**config.mk**
```make
export PLATFORM = sky130hd
export DESIGN_NAME = fetch_queue
export DESIGN_NICKNAME = d
export VERILOG_FILES = /design/src/rtl/fetch_queue_pkg.sv /design/src/rtl/fetch_fifo.sv /design/src/rtl/fetch_queue.sv
export SDC_FILE = /design/constraint.sdc
export NUM_CORES = 1
export LEC_CHECK = 0
export CAP_MARGIN = 10
export CORE_MARGIN = 1.5
export CORE_UTILIZATION = 35
export DETAILED_ROUTE_END_ITERATION = 10
export SLEW_MARGIN = 20
export SYNTH_ARGS = -nofsm -noshare
export SYNTH_HDL_FRONTEND = slang
export SYNTH_SLANG_ARGS = --single-unit
```
**constraint.sdc**
```tcl
create_clock -name clk -period 2.6 [get_ports clk]
set_input_delay 0.65 -clock clk [delete_from_list [all_inputs] [get_ports clk]]
set_output_delay 0.65 -clock clk [all_outputs]
set_load 0.02 [all_outputs]
```
**src/rtl/fetch_queue_pkg.sv**
```systemverilog
// Shared processor package for the instruction-fetch front end.
// Holds the fetch defaults, the NOP encoding and the queue-entry record.
package fetch_queue_pkg;

  localparam logic [31:0] FQ_RESET_PC = 32'h0000_0000;
  localparam int unsigned FQ_DEPTH    = 4;
  localparam logic [31:0] NOP_INST    = 32'h0000_0013;
  localparam int unsigned ENTRY_W     = 96;

  // One fetched instruction as it travels toward IF/ID.
  typedef struct packed {
    logic [31:0] pc;
    logic [31:0] pc4;
    logic [31:0] inst;
  } fq_entry_t;

  // Force an address onto a word boundary.
  function automatic logic [31:0] word_align(input logic [31:0] addr);
    return addr & 32'hFFFF_FFFC;
  endfunction

endpackage

```
**src/rtl/fetch_fifo.sv**
```systemverilog
// Storage for fetched instructions: circular buffer with occupancy count.
// Ports:
//   clk, rst_n        clock and async active-low reset
//   i_flush           synchronous clear of all entries (wins over push/pop)
//   i_push/i_push_data  write one entry at the tail
//   i_pop             drop the head entry
//   o_head/o_valid    head entry and its presence
//   o_count           number of entries held
module fetch_fifo
  import fetch_queue_pkg::*;
#(
  parameter int unsigned DEPTH = FQ_DEPTH,
  localparam int unsigned CNT_W = $clog2(DEPTH + 1)
) (
  input  logic             clk,
  input  logic             rst_n,
  input  logic             i_flush,
  input  logic             i_push,
  input  fq_entry_t        i_push_data,
  input  logic             i_pop,
  output fq_entry_t        o_head,
  output logic             o_valid,
  output logic [CNT_W-1:0] o_count
);

  localparam int unsigned PTR_W = (DEPTH > 1) ? $clog2(DEPTH) : 1;

  logic [ENTRY_W-1:0] r_mem [DEPTH];
  logic [PTR_W-1:0]   r_wr_ptr;
  logic [PTR_W-1:0]   r_rd_ptr;
  logic [CNT_W-1:0]   r_count;
  logic               w_pop;

  // Pointer increment that also works for non-power-of-two depths.
  function automatic logic [PTR_W-1:0] ptr_inc(input logic [PTR_W-1:0] p);
    return (p == PTR_W'(DEPTH - 1)) ? '0 : p + 1'b1;
  endfunction

  assign w_pop = i_pop & o_valid;

  // The producer's credit scheme guarantees no push ever lands on a full buffer.
  always_ff @(posedge clk or negedge rst_n) begin
    if (!rst_n) begin
      for (int i = 0; i < int'(DEPTH); i++) r_mem[i] <= '0;
      r_wr_ptr <= '0;
      r_rd_ptr <= '0;
      r_count  <= '0;
    end else if (i_flush) begin
      r_wr_ptr <= '0;
      r_rd_ptr <= '0;
      r_count  <= '0;
    end else begin
      if (i_push) begin
        r_mem[r_wr_ptr] <= i_push_data;
        r_wr_ptr        <= ptr_inc(r_wr_ptr);
      end
      if (w_pop) r_rd_ptr <= ptr_inc(r_rd_ptr);
      case ({i_push, w_pop})
        2'b10:   r_count <= r_count + 1'b1;
        2'b01:   r_count <= r_count - 1'b1;
        default: r_count <= r_count;
      endcase
    end
  end

  assign o_head  = fq_entry_t'(r_mem[r_rd_ptr]);
  assign o_valid = (r_count != '0);
  assign o_count = r_count;

endmodule

```
**src/rtl/fetch_queue.sv**
```systemverilog
// Instruction fetch unit: issues word reads, queues returned instructions
// and presents them to IF/ID with a valid/ready handshake. A taken
// redirect flushes the queue, kills the outstanding read and refetches.
// Ports:
//   clk, rst_n                 clock and async active-low reset
//   imem_req/imem_addr         read strobe and word address
//   imem_rdata                 instruction, one cycle after imem_req
//   redirect/redirect_pc       taken control transfer and its target
//   out_valid/out_ready        handshake toward IF/ID
//   out_pc/out_pc4/out_inst    head entry
module fetch_queue
  import fetch_queue_pkg::*;
#(
  parameter logic [31:0] RESET_PC = FQ_RESET_PC,
  parameter int unsigned DEPTH    = FQ_DEPTH
) (
  input  logic        clk,
  input  logic        rst_n,
  output logic        imem_req,
  output logic [31:0] imem_addr,
  input  logic [31:0] imem_rdata,
  input  logic        redirect,
  input  logic [31:0] redirect_pc,
  output logic        out_valid,
  input  logic        out_ready,
  output logic [31:0] out_pc,
  output logic [31:0] out_pc4,
  output logic [31:0] out_inst
);

  localparam int unsigned CNT_W = $clog2(DEPTH + 1);
  localparam int unsigned SUM_W = CNT_W + 1;

  logic [31:0]      r_fetch_pc;
  logic [31:0]      r_tag;
  logic             r_inflight;
  logic [CNT_W-1:0] w_count;
  logic             w_credit;
  logic             w_req;
  logic             w_push;
  logic             w_pop;
  fq_entry_t        w_push_data;
  fq_entry_t        w_head;

  // A read is only issued if its response is guaranteed a free slot.
  assign w_credit = (SUM_W'(w_count) + SUM_W'(r_inflight)) < SUM_W'(DEPTH);
  assign w_req    = w_credit & ~redirect;
  assign imem_req = rst_n & w_req;
  assign imem_addr = r_fetch_pc;

  // A response landing in a redirect cycle belongs to the wrong path.
  assign w_push = r_inflight & ~redirect;
  assign w_pop  = out_valid & out_ready;

  assign w_push_data = '{pc: r_tag, pc4: r_tag + 32'd4, inst: imem_rdata};

  // Fetch PC, outstanding-read flag and its tag.
  always_ff @(posedge clk or negedge rst_n) begin
    if (!rst_n) begin
      r_fetch_pc <= RESET_PC;
      r_tag      <= '0;
      r_inflight <= 1'b0;
    end else if (redirect) begin
      r_fetch_pc <= word_align(redirect_pc);
      r_inflight <= 1'b0;
    end else begin
      r_inflight <= w_req;
      if (w_req) begin
        r_tag      <= r_fetch_pc;
        r_fetch_pc <= r_fetch_pc + 32'd4;
      end
    end
  end

  fetch_fifo #(
    .DEPTH (DEPTH)
  ) u_fifo (
    .clk         (clk),
    .rst_n       (rst_n),
    .i_flush     (redirect),
    .i_push      (w_push),
    .i_push_data (w_push_data),
    .i_pop       (w_pop),
    .o_head      (w_head),
    .o_valid     (out_valid),
    .o_count     (w_count)
  );

  assign out_pc   = w_head.pc;
  assign out_pc4  = w_head.pc4;
  assign out_inst = w_head.inst;

endmodule

```
=== Word level (Yosys, flattened, before mapping) ===
Index checks and enable logic that the tools add are counted.

* Register bits: 456
* Input port bits: 68
* Output and inout bits: 130
* Logic and storage cells: 58

* Add/subtract/negate cells: 7
* Order comparisons: 4
* Equal/unequal tests: 4
* Multiplexer cells: 17
* Bitwise gates (word level): 8
* Reductions and logical operators: 8

{| class="wikitable"
|+ Operators with widths
! kind !! number
|-
| 384-bit bitwise mux || 1
|-
| 96-bit 2-to-1 mux || 3
|-
| 96-bit binary-select mux with 2-bit select || 1
|-
| 96-bit demux with 2-bit select || 1
|-
| 32-bit by 3-bit adder with 32-bit output, second input constant || 2
|-
| 32-bit 2-to-1 mux || 2
|-
| 2-bit 2-to-1 mux || 6
|-
| 2-bit equality test, second input constant || 3
|-
| 3-bit >= comparator, second input constant || 2
|-
| 2-bit NOT with 3-bit output || 2
|-
| 3-bit one-hot mux with 2 select lines || 1
|-
| 2-bit nonzero test || 3
|-
| 3-bit nonzero test || 2
|-
| 1-bit bitwise AND || 5
|-
| 2-bit by 1-bit adder with 2-bit output, second input constant || 2
|-
| 3-bit by 1-bit adder with 4-bit output || 1
|-
| 4-bit by 3-bit less-than comparator with 1-bit output, second input constant || 1
|-
| 2-bit AND reduction || 2
|-
| 3-bit by 1-bit adder with 3-bit output, second input constant || 1
|-
| 3-bit by 1-bit less-than comparator with 1-bit output, second input constant || 1
|-
| 3-bit 2-to-1 mux || 1
|-
| 3-bit by 1-bit subtractor with 3-bit output, second input constant || 1
|-
| 2-bit by 1-bit equality test with 1-bit output, second input constant || 1
|-
| 1-bit logical AND || 1
|-
| 2 further kinds || 2
|}

=== Longest topological paths before layout ===
* Depth in word-level cells: 6
* Depth in mapped cells: 8
* Mapped depth without buffers: 7

=== By module ===
A second synthesis with hierarchy kept.

* Cells, all modules: 1,320
* Area total of the unflattened synthesis: 21,067.7 µm²

{| class="wikitable"
|+ By module, submodules not included
! module !! instances !! cells each !! area an instance (µm²) !! seq. area each (µm²)
|-
| fetch_fifo || 1 || 982 || 17,677.0 || 9,784.4
|-
| fetch_queue || 1 || 338 || 3,390.8 || 1,526.5
|}

=== Least setup slack after synthesis ===
Ideal clock, no wire load.

* Kind: register to output
* From: register u_fifo.r_rd_ptr[0]
* To: output port out_pc4[10]
* Data arrival time: 1.561 ns
* Data required time: 1.950 ns
* Setup slack: 0.389 ns
* Cell stages (with the launch flop): 5
* Path buffers: 3
* Path through: dfrtp_1 -> clkbuf_1 -> buf_2 -> buf_2 -> mux4_2

* Word-level cells in the longest chain between the ends: 4

{| class="wikitable"
|+ Ends and longest elaborated chain
! what !! RTL line !! source
|-
| start, declared || fetch_fifo.sv:30 || <nowiki>logic [PTR_W-1:0] r_rd_ptr;</nowiki>
|-
| start signal, assigned || fetch_fifo.sv:57 || <nowiki>if (w_pop) r_rd_ptr <= ptr_inc(r_rd_ptr);</nowiki>
|-
| 2-bit NOT with 3-bit output (not written as such) || fetch_fifo.sv:66 || <nowiki>assign o_head = fq_entry_t'(r_mem[r_rd_ptr]);</nowiki>
|-
| 96-bit binary-select mux with 2-bit select || fetch_fifo.sv:66 ||
|-
| 96-bit 2-to-1 mux (not written as such) (2 in a row) || fetch_fifo.sv:66 ||
|-
| end, declared || fetch_queue.sv:27 || <nowiki>output logic [31:0] out_pc4,</nowiki>
|}

No other way between the ends. The select of a mux whose other input is x is not followed.

=== Worst setup path in the final report ===
* From: register u_fifo.r_rd_ptr[0]
* To: output port out_pc4[31]

The elaborated chain is that of the path after synthesis.

==> impl_metrics.json <==
{
  "status": "complete, but fails checks",
  "violations": "negative setup slack",
  "seq_area_frac_synth_pct": 55.62,
  "setup_ws_ns": -0.2513,
  "fmax_mhz": 350.7,
  "mostFrequentLayoutCells": "dfrtp_1, mux2_2, nand2_1",
  "switching_share_pct": 33.50,
  "postRouteAntennaNets": 0,
  "start_kind": "register",
  "clock_sinks": 436,
  "fin_nets": 1718,
  "ff2ff_setup_slack_ns": 0.45,
  "relSlewSlack_pct": 25.53,
  "r2r_cells": 6,
  "cp_max_fo": 7,
  "dieWidth_um": 239.7,
  "pwr-share-seq_pct": 37.1,
  "synth_cell_type_count": 43,
  "rsz0062_at_grt": "yes",
  "tritoncts": "built",
  "final_cells": 2427,
  "clockBufferDepth": 3,
  "irDropWorstVdd_mv": 0.5806,
  "synthCells": 1431,
  "wl_per_cell_um": 19.62,
  "diodes": 0,
  "hold_ws_ns": 0.2008,
  "setup_viol": 90,
  "initial_utilization_pct": 35.53,
  "hold_buffers": 0,
  "p_comb_share_pct": 41.4,
  "dieArea_sq_um": 57470,
  "grt-ovfl-total": 0,
  "area_delta_synth_final_pct": 25.53,
  "drive_above_1_share_pct": 39.01,
  "worstReg2RegStart": "r_tag[2]",
  "worst_slew_pin_slew_ns": 1.117,
  "cp_num_buf_inv": 5,
  "dpl.cell_count": 2324,
  "place_congestion": 0.7750,
  "num_vias": 12240,
  "grt_max_degree": 182,
  "max_cap_viol_count": 0,
  "antenna_found_initial": 0,
  "worstSetupPathType": "register to primary output",
  "clockRootBuffer": "clkbuf_16",
  "synth.avg_cell_area_sq_um": 13.71,
  "final_common_cell": "dfrtp_1",
  "fin_crit_sh_pct": 109.7,
  "p_int_mw": 20.55,
  "crit_family": "buffers and inverters",
  "synth_seq_cells": 436,
  "clk_latency_ns": 0.57,
  "cts_max_level": 2,
  "postSynth.asyncResetShare_pct": 100.0,
  "fin_worst_skew_ns": 0.02047,
  "drt_iter0_markers": 595,
  "drc": 0,
  "p_per_area_nw_per_um2": 1255,
  "yosys_warnings": 0,
  "num_rows": 86,
  "rr_endpoint": "u_fifo.r_mem[342]",
  "cts.reportedPaths.clkPinSlew_ns": 0.06,
  "cp_slowest_cell": "dfrtp_4",
  "slew_violations": 0,
  "grt_util_all_layers_pct": 16.92,
  "die_height_um": 239.7,
  "final.setup.tns_ns": -13.63,
  "clockPowerShare_pct": 21.5,
  "drt-total-wl_um": 47610,
  "pin_count": 198,
  "crit_path_cell_trace": "buf_12 > buf_12 > buf_8 > buf_6 > mux4_2 > buf_6",
  "hold_viol": 0,
  "coreArea_sq_um": 55200,
  "p_leak_nw": 10.76,
  "grt_pass1_wl_um": 75220,
  "cp.required_ns": 1.95,
  "via_per_inst": 5.042,
  "cp-startpoint": "u_fifo.r_rd_ptr[0]",
  "syn_area_sq_um": 19620,
  "period_needed_ns": 2.851,
  "dr.pass1.iters": 5,
  "hpwl_um": 30830,
  "ys.flop_type": "dfrtp_1",
  "hold_path_class": "input port to asynchronous set/reset pin",
  "slowest_delay_ns": 0.49,
  "grt_pass1_vias": 12770,
  "switchingPower_mw": 10.35,
  "synth_edf_count": 0,
  "crit_path_end_kind": "primary output",
  "numPortBuffers": 189,
  "cts_buffers": 48,
  "arrival_ns": 2.20
}
logic make-up after synthesis:
logic type      Yosys count  synth area share (%)
compound gates          151                 3.891
xor+xnor                 63                 2.813
flops                   436                 55.62
mux                     375                 26.79
fa+ha+maj                 7                0.4848
simple gates            278                 7.450
buf+inv                 120                 2.928
other cells               1               0.01912
layout make-up:
| class | instances | area [sq um] |
|---|---|---|
| multi-input cells | 880 | 8184 |
| repair buffers | 272 | 2997 |
| flip-flops and latches | 436 | 10920 |
| fillers | 4986 | 30580 |
| well taps | 748 | 935.9 |
| clock buffers | 77 | 1511 |
| inverters | 5 | 18.77 |
| clock inverters | 9 | 57.56 |
cells in the mapped netlist, types with 4 or more instances:
cell	n	area, sq um
and2_1	5	31.28
buf_4	9	67.56
o21ai_0	125	625.6
xnor2_1	27	236.5
nor2_1	18	67.56
mux2_2	280	3153
nand4_1	21	131.4
mux4_2	92	2072
nor4_4	7	148.9
nor3_1	4	20.02
ha_1	6	75.07
buf_2	50	250.2
nand2_1	169	634.4
nand3_1	20	100.1
dfrtp_1	436	10910
clkbuf_1	40	150.1
xor2_1	36	315.3
and3_1	9	56.30
buf_1	9	33.78
inv_1	5	18.77
and4_1	4	35.03
o21ai_1	23	115.1
nor4_2	4	50.05
clkbuf_2	4	20.02
stage by stage:
step / setup WS, ns / util, % / total power, mW / area, sq um
after CTS: -0.2936 / 44.51 / 31.21 / 24570
after global placement: -0.003709 / 41.19 / 23.40 / 22740
after global routing: -0.3158 / 44.61 / 32.71 / 24620
after floorplan: 0.3895 / - / 18.62 / 19630
after detailed placement: -0.005846 / 41.19 / 23.83 / 22740
final: -0.2513 / 44.61 / 30.90 / 24620
routing by layer:
layer  track usage, %  vias to the layer above  wire (um)
met5                0                        -          0
met4            3.586                        0        683
met3            2.824                       54       1946
met2            27.20                      244      22650
met1            24.03                     6370      22330
li1                 -                     5570          -
state kept, by name (all words and copies together), names as in the netlist:
register and flops:
r_tag 30, u_fifo.o_count 3, u_fifo.r_wr_ptr 2, u_fifo.r_mem 368, u_fifo.r_rd_ptr 2, imem_addr 30
r_inflight 1
how the worst max path moves through the flow:
| stage | cells after the start | slack [ns] | to |
|---|---|---|---|
| after floorplan | 4 | 0.39 | out_pc4[10] |
| after global placement | 4 | -0.004 | out_inst[26] |
| after detailed placement | 4 | -0.006 | out_inst[27] |
| after CTS | 6 | -0.29 | out_pc4[26] |
| after global routing | 6 | -0.32 | out_pc4[26] |
| final | 6 | -0.25 | out_pc4[31] |
power groups by stage:
stage / sequential, mW / combinational (mW) / clock [mW]
6_report: 11.5 / 12.8 / 6.66
5_1_grt: 11.8 / 13.7 / 7.17
3_5_place_dp: 11.6 / 12.2 / 0
4_1_cts: 11.5 / 12.9 / 6.88
2_1_floorplan: 10.9 / 7.76 / 0
3_3_place_gp: 11.4 / 12.0 / 0
what timing repair did:
action / CTS / global route
pin swaps: 0 / 0
endpoints found under the hold margin: 0 / 0
cloned: 4 / 0
setup buffers: 11 / 2
endpoints found under the setup margin: 94 / 93
gates resized for setup: 530 / 15
No activity file was read; power rests on OpenSTA's default activity.
